===== config.mk =====
export PLATFORM = sky130hd
export DESIGN_NAME = multi_cycle_control_unit
export DESIGN_NICKNAME = d
export VERILOG_FILES = /design/src/rtl/control_pkg.sv /design/src/rtl/control_output_decoder.sv /design/src/rtl/multi_cycle_control_unit.sv
export SDC_FILE = /design/constraint.sdc
export NUM_CORES = 1
export LEC_CHECK = 0
export BUFFER_PORTS_ARGS = -buffer_cell sky130_fd_sc_hd__buf_2
export CORE_UTILIZATION = 53
export CTS_CLUSTER_DIAMETER = 150
export DETAILED_ROUTE_END_ITERATION = 7
export PLACE_DENSITY = 0.8
export SETUP_SLACK_MARGIN = 0.4
export SLEW_MARGIN = 0
export SYNTH_ARGS = -nofsm -noshare
export SYNTH_HDL_FRONTEND = slang
export SYNTH_HIERARCHICAL = 1
export SYNTH_SLANG_ARGS = --single-unit
export TNS_END_PERCENT = 5

===== constraint.sdc =====
create_clock -name clk -period 3.6 [get_ports clk]
set_clock_uncertainty 0.2 [all_clocks]
set_input_delay 1.08 -clock clk [delete_from_list [all_inputs] [get_ports clk]]
set_output_delay 1.08 -clock clk [all_outputs]
set_load 0.05 [all_outputs]

===== src/rtl/control_pkg.sv =====
// Shared opcode constants, state encoding and datapath control vector for the
// multi-cycle RV32I controller, immediate generator and ALU control.
package control_pkg;

    localparam int unsigned OPCODE_W = 7;

    localparam logic [OPCODE_W-1:0] ARITHMETIC     = 7'b0110011;
    localparam logic [OPCODE_W-1:0] ARITHMETIC_IMM = 7'b0010011;
    localparam logic [OPCODE_W-1:0] LOAD           = 7'b0000011;
    localparam logic [OPCODE_W-1:0] STORE          = 7'b0100011;
    localparam logic [OPCODE_W-1:0] BRANCH         = 7'b1100011;
    localparam logic [OPCODE_W-1:0] JAL            = 7'b1101111;
    localparam logic [OPCODE_W-1:0] JALR           = 7'b1100111;
    localparam logic [OPCODE_W-1:0] ECALL          = 7'b1110011;

    localparam logic [1:0] PCSRC_PC_PLUS4   = 2'd0;
    localparam logic [1:0] PCSRC_ALUOUT     = 2'd1;
    localparam logic [1:0] PCSRC_ALU_RESULT = 2'd2;

    localparam logic [1:0] SRCB_B    = 2'd0;
    localparam logic [1:0] SRCB_IMM  = 2'd1;
    localparam logic [1:0] SRCB_FOUR = 2'd2;

    localparam logic [1:0] ALUOP_ADD        = 2'd0;
    localparam logic [1:0] ALUOP_BRANCH_CMP = 2'd1;
    localparam logic [1:0] ALUOP_FUNCT      = 2'd2;

    localparam logic [1:0] WB_ALUOUT   = 2'd0;
    localparam logic [1:0] WB_MDR      = 2'd1;
    localparam logic [1:0] WB_PC_PLUS4 = 2'd2;

    typedef enum logic [2:0] {
        S_IF   = 3'd0,
        S_ID   = 3'd1,
        S_EX   = 3'd2,
        S_MEM  = 3'd3,
        S_WB   = 3'd4,
        S_HALT = 3'd5
    } state_t;

    typedef struct packed {
        logic       mem_read;
        logic       mem_write;
        logic       i_or_d;
        logic       ir_write;
        logic       mdr_write;
        logic       reg_write;
        logic       pc_write;
        logic [1:0] pc_source;
        logic       alu_src_a;
        logic [1:0] alu_src_b;
        logic [1:0] alu_op;
        logic [1:0] wb_src;
        logic       illegal;
    } ctrl_t;

    function automatic logic is_alu_opcode(input logic [OPCODE_W-1:0] op);
        return (op == ARITHMETIC) || (op == ARITHMETIC_IMM);
    endfunction

    function automatic logic is_mem_opcode(input logic [OPCODE_W-1:0] op);
        return (op == LOAD) || (op == STORE);
    endfunction

endpackage


===== src/rtl/control_output_decoder.sv =====
// Combinational decode of FSM state, opcode, memory handshake and branch
// outcome into the full datapath control vector.
module control_output_decoder
    import control_pkg::*;
(
    input  state_t                state,
    input  logic [OPCODE_W-1:0]   opcode,
    input  logic                  mem_ready,
    input  logic                  bcond,
    output ctrl_t                 ctrl
);

    always_comb begin
        ctrl = '0;
        case (state)
            S_IF: begin
                ctrl.mem_read = 1'b1;
                ctrl.ir_write = mem_ready;
            end
            // ID precomputes the PC-relative target into ALUOut
            S_ID: begin
                ctrl.alu_src_b = SRCB_IMM;
                ctrl.alu_op    = ALUOP_ADD;
            end
            S_EX: begin
                case (opcode)
                    ARITHMETIC: begin
                        ctrl.alu_src_a = 1'b1;
                        ctrl.alu_src_b = SRCB_B;
                        ctrl.alu_op    = ALUOP_FUNCT;
                    end
                    ARITHMETIC_IMM: begin
                        ctrl.alu_src_a = 1'b1;
                        ctrl.alu_src_b = SRCB_IMM;
                        ctrl.alu_op    = ALUOP_FUNCT;
                    end
                    LOAD, STORE: begin
                        ctrl.alu_src_a = 1'b1;
                        ctrl.alu_src_b = SRCB_IMM;
                        ctrl.alu_op    = ALUOP_ADD;
                    end
                    BRANCH: begin
                        ctrl.alu_src_a = 1'b1;
                        ctrl.alu_src_b = SRCB_B;
                        ctrl.alu_op    = ALUOP_BRANCH_CMP;
                        ctrl.pc_write  = 1'b1;
                        ctrl.pc_source = bcond ? PCSRC_ALUOUT : PCSRC_PC_PLUS4;
                    end
                    JAL: begin
                        ctrl.reg_write = 1'b1;
                        ctrl.wb_src    = WB_PC_PLUS4;
                        ctrl.pc_write  = 1'b1;
                        ctrl.pc_source = PCSRC_ALUOUT;
                    end
                    JALR: begin
                        ctrl.alu_src_a = 1'b1;
                        ctrl.alu_src_b = SRCB_IMM;
                        ctrl.alu_op    = ALUOP_ADD;
                        ctrl.reg_write = 1'b1;
                        ctrl.wb_src    = WB_PC_PLUS4;
                        ctrl.pc_write  = 1'b1;
                        ctrl.pc_source = PCSRC_ALU_RESULT;
                    end
                    ECALL: begin
                        ctrl.pc_write  = 1'b1;
                        ctrl.pc_source = PCSRC_PC_PLUS4;
                    end
                    default: begin
                        ctrl.pc_write  = 1'b1;
                        ctrl.pc_source = PCSRC_PC_PLUS4;
                        ctrl.illegal   = 1'b1;
                    end
                endcase
            end
            // only loads and stores reach MEM
            S_MEM: begin
                ctrl.i_or_d = 1'b1;
                if (opcode == LOAD) begin
                    ctrl.mem_read  = 1'b1;
                    ctrl.mdr_write = mem_ready;
                end else begin
                    ctrl.mem_write = 1'b1;
                    ctrl.pc_write  = mem_ready;
                    ctrl.pc_source = PCSRC_PC_PLUS4;
                end
            end
            S_WB: begin
                ctrl.reg_write = 1'b1;
                ctrl.wb_src    = (opcode == LOAD) ? WB_MDR : WB_ALUOUT;
                ctrl.pc_write  = 1'b1;
                ctrl.pc_source = PCSRC_PC_PLUS4;
            end
            default: ctrl = '0;
        endcase
    end

endmodule


===== src/rtl/multi_cycle_control_unit.sv =====
// Multi-cycle RV32I sequencing controller: state register, next-state logic,
// sticky halt flag and retired-instruction counter around the output decoder.
module multi_cycle_control_unit
    import control_pkg::*;
#(
    parameter int unsigned CNT_W = 32
) (
    input  logic                clk,
    input  logic                reset,
    input  logic [6:0]          opcode,
    input  logic                bcond,
    input  logic                halt_req,
    input  logic                mem_ready,
    output logic                mem_read,
    output logic                mem_write,
    output logic                i_or_d,
    output logic                ir_write,
    output logic                mdr_write,
    output logic                reg_write,
    output logic                pc_write,
    output logic [1:0]          pc_source,
    output logic                alu_src_a,
    output logic [1:0]          alu_src_b,
    output logic [1:0]          alu_op,
    output logic [1:0]          wb_src,
    output logic                illegal,
    output logic                is_halted,
    output logic [CNT_W-1:0]    num_inst
);

    state_t             state_q, state_d;
    logic               halted_q, halted_d;
    logic [CNT_W-1:0]   num_inst_q, num_inst_d;
    ctrl_t              ctrl;
    ctrl_t              ctrl_out;

    control_output_decoder u_decoder (
        .state     (state_q),
        .opcode    (opcode),
        .mem_ready (mem_ready),
        .bcond     (bcond),
        .ctrl      (ctrl)
    );

    always_comb begin
        state_d = state_q;
        case (state_q)
            S_IF:   if (mem_ready) state_d = S_ID;
            S_ID:   state_d = ((opcode == ECALL) && halt_req) ? S_HALT : S_EX;
            S_EX: begin
                if (is_alu_opcode(opcode))      state_d = S_WB;
                else if (is_mem_opcode(opcode)) state_d = S_MEM;
                else                            state_d = S_IF;
            end
            S_MEM:  if (mem_ready) state_d = (opcode == LOAD) ? S_WB : S_IF;
            S_WB:   state_d = S_IF;
            S_HALT: state_d = S_HALT;
            default: state_d = S_IF;
        endcase
    end

    // every PC update retires exactly one instruction
    always_comb begin
        halted_d   = halted_q | (state_d == S_HALT);
        num_inst_d = num_inst_q + CNT_W'(ctrl.pc_write);
    end

    always_ff @(posedge clk or posedge reset) begin
        if (reset) begin
            state_q    <= S_IF;
            halted_q   <= 1'b0;
            num_inst_q <= '0;
        end else begin
            state_q    <= state_d;
            halted_q   <= halted_d;
            num_inst_q <= num_inst_d;
        end
    end

    // reset kills every enable combinationally, even mid memory wait
    assign ctrl_out  = reset ? '0 : ctrl;

    assign mem_read  = ctrl_out.mem_read;
    assign mem_write = ctrl_out.mem_write;
    assign i_or_d    = ctrl_out.i_or_d;
    assign ir_write  = ctrl_out.ir_write;
    assign mdr_write = ctrl_out.mdr_write;
    assign reg_write = ctrl_out.reg_write;
    assign pc_write  = ctrl_out.pc_write;
    assign pc_source = ctrl_out.pc_source;
    assign alu_src_a = ctrl_out.alu_src_a;
    assign alu_src_b = ctrl_out.alu_src_b;
    assign alu_op    = ctrl_out.alu_op;
    assign wb_src    = ctrl_out.wb_src;
    assign illegal   = ctrl_out.illegal;
    assign is_halted = halted_q & ~reset;
    assign num_inst  = reset ? '0 : num_inst_q;

endmodule


# Word-level counts from Yosys, hierarchy flattened
# Index checks and enable logic that the tools add are counted.
[op_classes]
eq_ne = 14
bitwise = 3
n_addsub = 1
muxes = 30
reduce_logical = 8
[op_table]
columns = ["cell", "count"]
rows = [
  ["32-bit by 1-bit adder with 32-bit output", 1],
  ["32-bit 2-to-1 mux", 1],
  ["7-bit == test, second input constant", 4],
  ["5-bit case mux with 4 select lines", 1],
  ["3-bit 2-to-1 mux", 6],
  ["17-bit 2-to-1 mux", 1],
  ["3-bit case mux with 5 select lines", 1],
  ["7-bit by 6-bit == test with 1-bit output, second input constant", 2],
  ["3-bit case mux with 4 select lines", 1],
  ["1-bit 2-to-1 mux", 11],
  ["3-bit == test, second input constant", 3],
  ["3-bit case mux with 3 select lines", 1],
  ["4-bit case mux with 2 select lines", 1],
  ["8-bit OR reduction", 1],
  ["7-bit by 2-bit == test with 1-bit output, second input constant", 1],
  ["7-bit by 5-bit == test with 1-bit output, second input constant", 1],
  ["3-bit by 2-bit == test with 1-bit output, second input constant", 2],
  ["2-bit 2-to-1 mux", 3],
  ["1-bit case mux with 2 select lines", 2],
  ["2-bit case mux with 2 select lines", 1],
  ["4-bit OR reduction", 1],
  ["3-bit by 1-bit == test with 1-bit output, second input constant", 1],
  ["3-bit zero test", 1],
  ["3-bit OR reduction", 1],
  ["other kinds (6)", 7],
]
[totals]
wordCells = 59
inputBits = 12
reg_bits = 36

# Longest topological paths before layout
[logic_depth]
depth_word = 7
depth_mapped = 12
depth_no_buf = 9

# Cells and area by module
# The synthesis kept the hierarchy.
[by_module_without_submodules]
columns = ["module", "n_inst", "cells_per_inst", "area_each_um2"]
rows = [
  ["multi_cycle_control_unit", 1, 208, 2037.0],
  ["control_output_decoder", 1, 50, 350.3],
]

# Worst setup path after synthesis
# OpenSTA, ideal clock, no wires.
[synth_path]
path_type = "input to output"
start = "input opcode[4]"
end = "output mdr_write"
arrival_ns = 2.638
n_path_buf = 0
path_stages = 4
setup_slack_ns = -0.318
required_ns = 2.320
cell_sequence = "or4_4 nor2_4 and4b_1 nor2b_1"
[synth_lines]
columns = ["item", "line", "rtl"]
rows = [
  ["start, declared", "multi_cycle_control_unit.sv:10", "input logic [6:0] opcode,"],
  ["end, declared", "multi_cycle_control_unit.sv:18", "output logic mdr_write,"],
]

==> results.ini <==
[outcome]
status = finished, violations left
violations = negative setup slack

[detailed_routing]
drc_errors = 0
ant_nets = 0
drt_pass1_iterations = 5
vias_per_cell = 5.56
vias = 2108
post_drt_wl_per_cell_microns = 14.6
drt_iter0_drc = 181
wl_mm = 5.55

[sta]
slew_headroom_pct = 37.9
fmax_ghz = 0.274
setup_violations = 2
worst_pin_slew_ns = 0.929
tns_ns = -0.0899
drv_slew = 0
post-route-min-period_ns = 3.65
hold_viol = 0
worst_slack_ns = -0.0503
rsz0062_at_grt = true
post-route-period-util_pct = 101

[setup_path]
cp.arrival_ns = 2.37
cp_max_fo = 3
cp.required_ns = 2.32
end_kind = output port
slowest_delay_ns = 0.57
r2r_setup_slack_ns = 0.57
crit_buf_inv = 2
start_kind = primary input
path_cells = buf_6, or4_4, nor3_4, o21ba_4, nor2b_4, buf_6
rr_worst_depth = 10
cp_slowest_cell = or4_4
critical_path.top_delay_family = simple AND/OR/NAND/NOR gates
r2r-start = state_q[2]
critical_path_class = primary input to output port
cp_common_cell = buf_6
reg2reg_to = num_inst_q[28]

[floorplan]
num_rows = 24
coreArea_sq_um = 4350
ios = 62
start_util_pct = 54.8
die-area_sq_um = 4780
chipHeight_microns = 69.1
die_x_microns = 69.1

[cells_and_area]
drive_gt1_share_pct = 37.6
final_common_cell = buf_2
final_util_pct = 73.9
fin_area_sq_um = 3220
nNetsFinal = 340
final_cells = 379
antenna_cells = 0
area_growth_pct = 34.7
final_cell_mix = buf_2 (39), dfrtp_1 (36), nor2b_1 (35)

[run]
max_cap_violations = 0

[logic_synthesis]
synth_edf_count = 0
synthFlopType = dfrtp_1
synthCells = 258
synth_warnings = 6
yosysUniqueCellTypes = 51
async_flop_share_pct = 100
yosysSeqAreaShare_pct = 37.7
syn_nets = 272
syn_area_per_cell_sq_um = 9.25
synth-seq-cells = 36
mappedNetlistArea_sq_um = 2390

[global_routing]
grt_overflow_total = 0
first_global_vias = 2019
antenna_found_initial = 0
grt_usage_pct = 24.3
grt_max_degree = 35
grt_pass1_wl_mm = 9.37

[placed_design]
gp_congestion = 0.848
place_inst = 371
place_area_sq_um = 2860
portBuffers = 60
dp_hpwl_mm = 3.71

[clocking]
cts_sinks = 36
cts.htree.levels = 2
insertion_delay_ns = 0.28
cts_hold_buf = 0
clock_tree.root_cell = clkbuf_8
cts_buffers = 5
clk_path_buf_depth = 2
cts_tree = yes
postCtsSetupRepairBufs = 0
clk_pin_slew_ns = 0.06

[hold_path]
hold_end = halted_q
hold_path_depth = 1
hp-start = halted_q
holdCritPathClass = register to register

[pwr]
leakagePower_nw = 1.59
power_density_nw_per_um2 = 434
irDropWorstVdd_uv = 339

==> flip-flops by register name, summed over array words and instances, names as in the netlist <==
signal and flops:
halted_q 1, state_q 3, num_inst_q 32
==> what timing repair did <==
action,in CTS,in global routing
pin swaps,11,5
resized for setup,50,8
setup endpoints to repair,36,36
==> through the flow <==
stage	total power, mW	hold WS (ns)	setup WS (ns)
floorplan	0.859	0.231	0.0764
global placement	0.960	0.246	-0.117
detailed placement	0.968	0.255	-0.140
CTS	1.38	0.263	-0.0372
global route	1.46	0.279	-0.0875
finish	1.40	0.260	-0.0503
==> worst max-delay path by stage <==
stage / startpoint / cells after the start / end
after floorplan: opcode[4] / 4 / mdr_write
final: opcode[5] / 6 / mem_read
after global routing: opcode[5] / 6 / mem_read
after global placement: opcode[4] / 6 / mdr_write
after CTS: opcode[5] / 6 / mdr_write
after detailed placement: opcode[4] / 6 / mdr_write
==> cells by family after synthesis <==
logic type	Yosys count	synth area share, %
DFF	36	37.7
and+or+nand+nor	151	41.4
buffers and inverters	26	4.82
xor gates and xnor gates	30	11.0
adders and majority gates	2	1.05
other	1	0.157
AOI/OAI and AO/OA	12	3.88
==> layout make-up <==
class / count / area [sq um]
Timing Repair Buffer: 75 / 568
Fill cell: 296 / 1140
Inverter: 12 / 45.0
Clock buffer: 7 / 96.3
Multi-Input combinational cell: 196 / 1510
Clock inverter: 1 / 30.0
Tap cell: 52 / 65.1
Sequential cell: 36 / 901
==> worst reg2reg max path, cell delays in order, from the launching register on <==
cell,delay (ns)
dfrtp_1,0.53
nor3b_1,0.39
a32oi_2,0.19
o31ai_1,0.13
ha_2,0.26
ha_1,0.17
inv_1,0.04
or4_1,0.54
buf_6,0.17
nor4_2,0.17
xor2_1,0.18
==> cells in the mapped netlist (all sizes together) (3+ instances only) <==
master	instances	share of area, %
nand4	12	3.4
nor2b	47	12
nand3b	4	1.8
nor3	6	1.5
xnor2	15	5.5
or4	5	1.9
and3	3	0.79
buf	6	1.7
dfrtp	36	38
nor4	11	5.5
xor2	15	5.5
inv	12	1.9
nand2	15	2.4
clkbuf	8	1.3
and2	3	0.79
nand3	12	2.5
nor2	17	3.1
==> metal layers <==
layer	track usage, %	up-vias	wire, microns	share of wire (%)
met4	12.7	0	167	3.0
li1	-	1013	-	-
met3	4.68	18	265	4.8
met1	32.1	1004	2400	43
met5	0	-	0	0
met2	38.0	73	2710	49
==> where the power goes <==
group / internal [mW] / switching, mW
combinational: 0.189 / 0.292
sequential: 0.450 / 0.0818
clock: 0.244 / 0.139
total: 0.884 / 0.513
(Power assumes the default switching activity.)
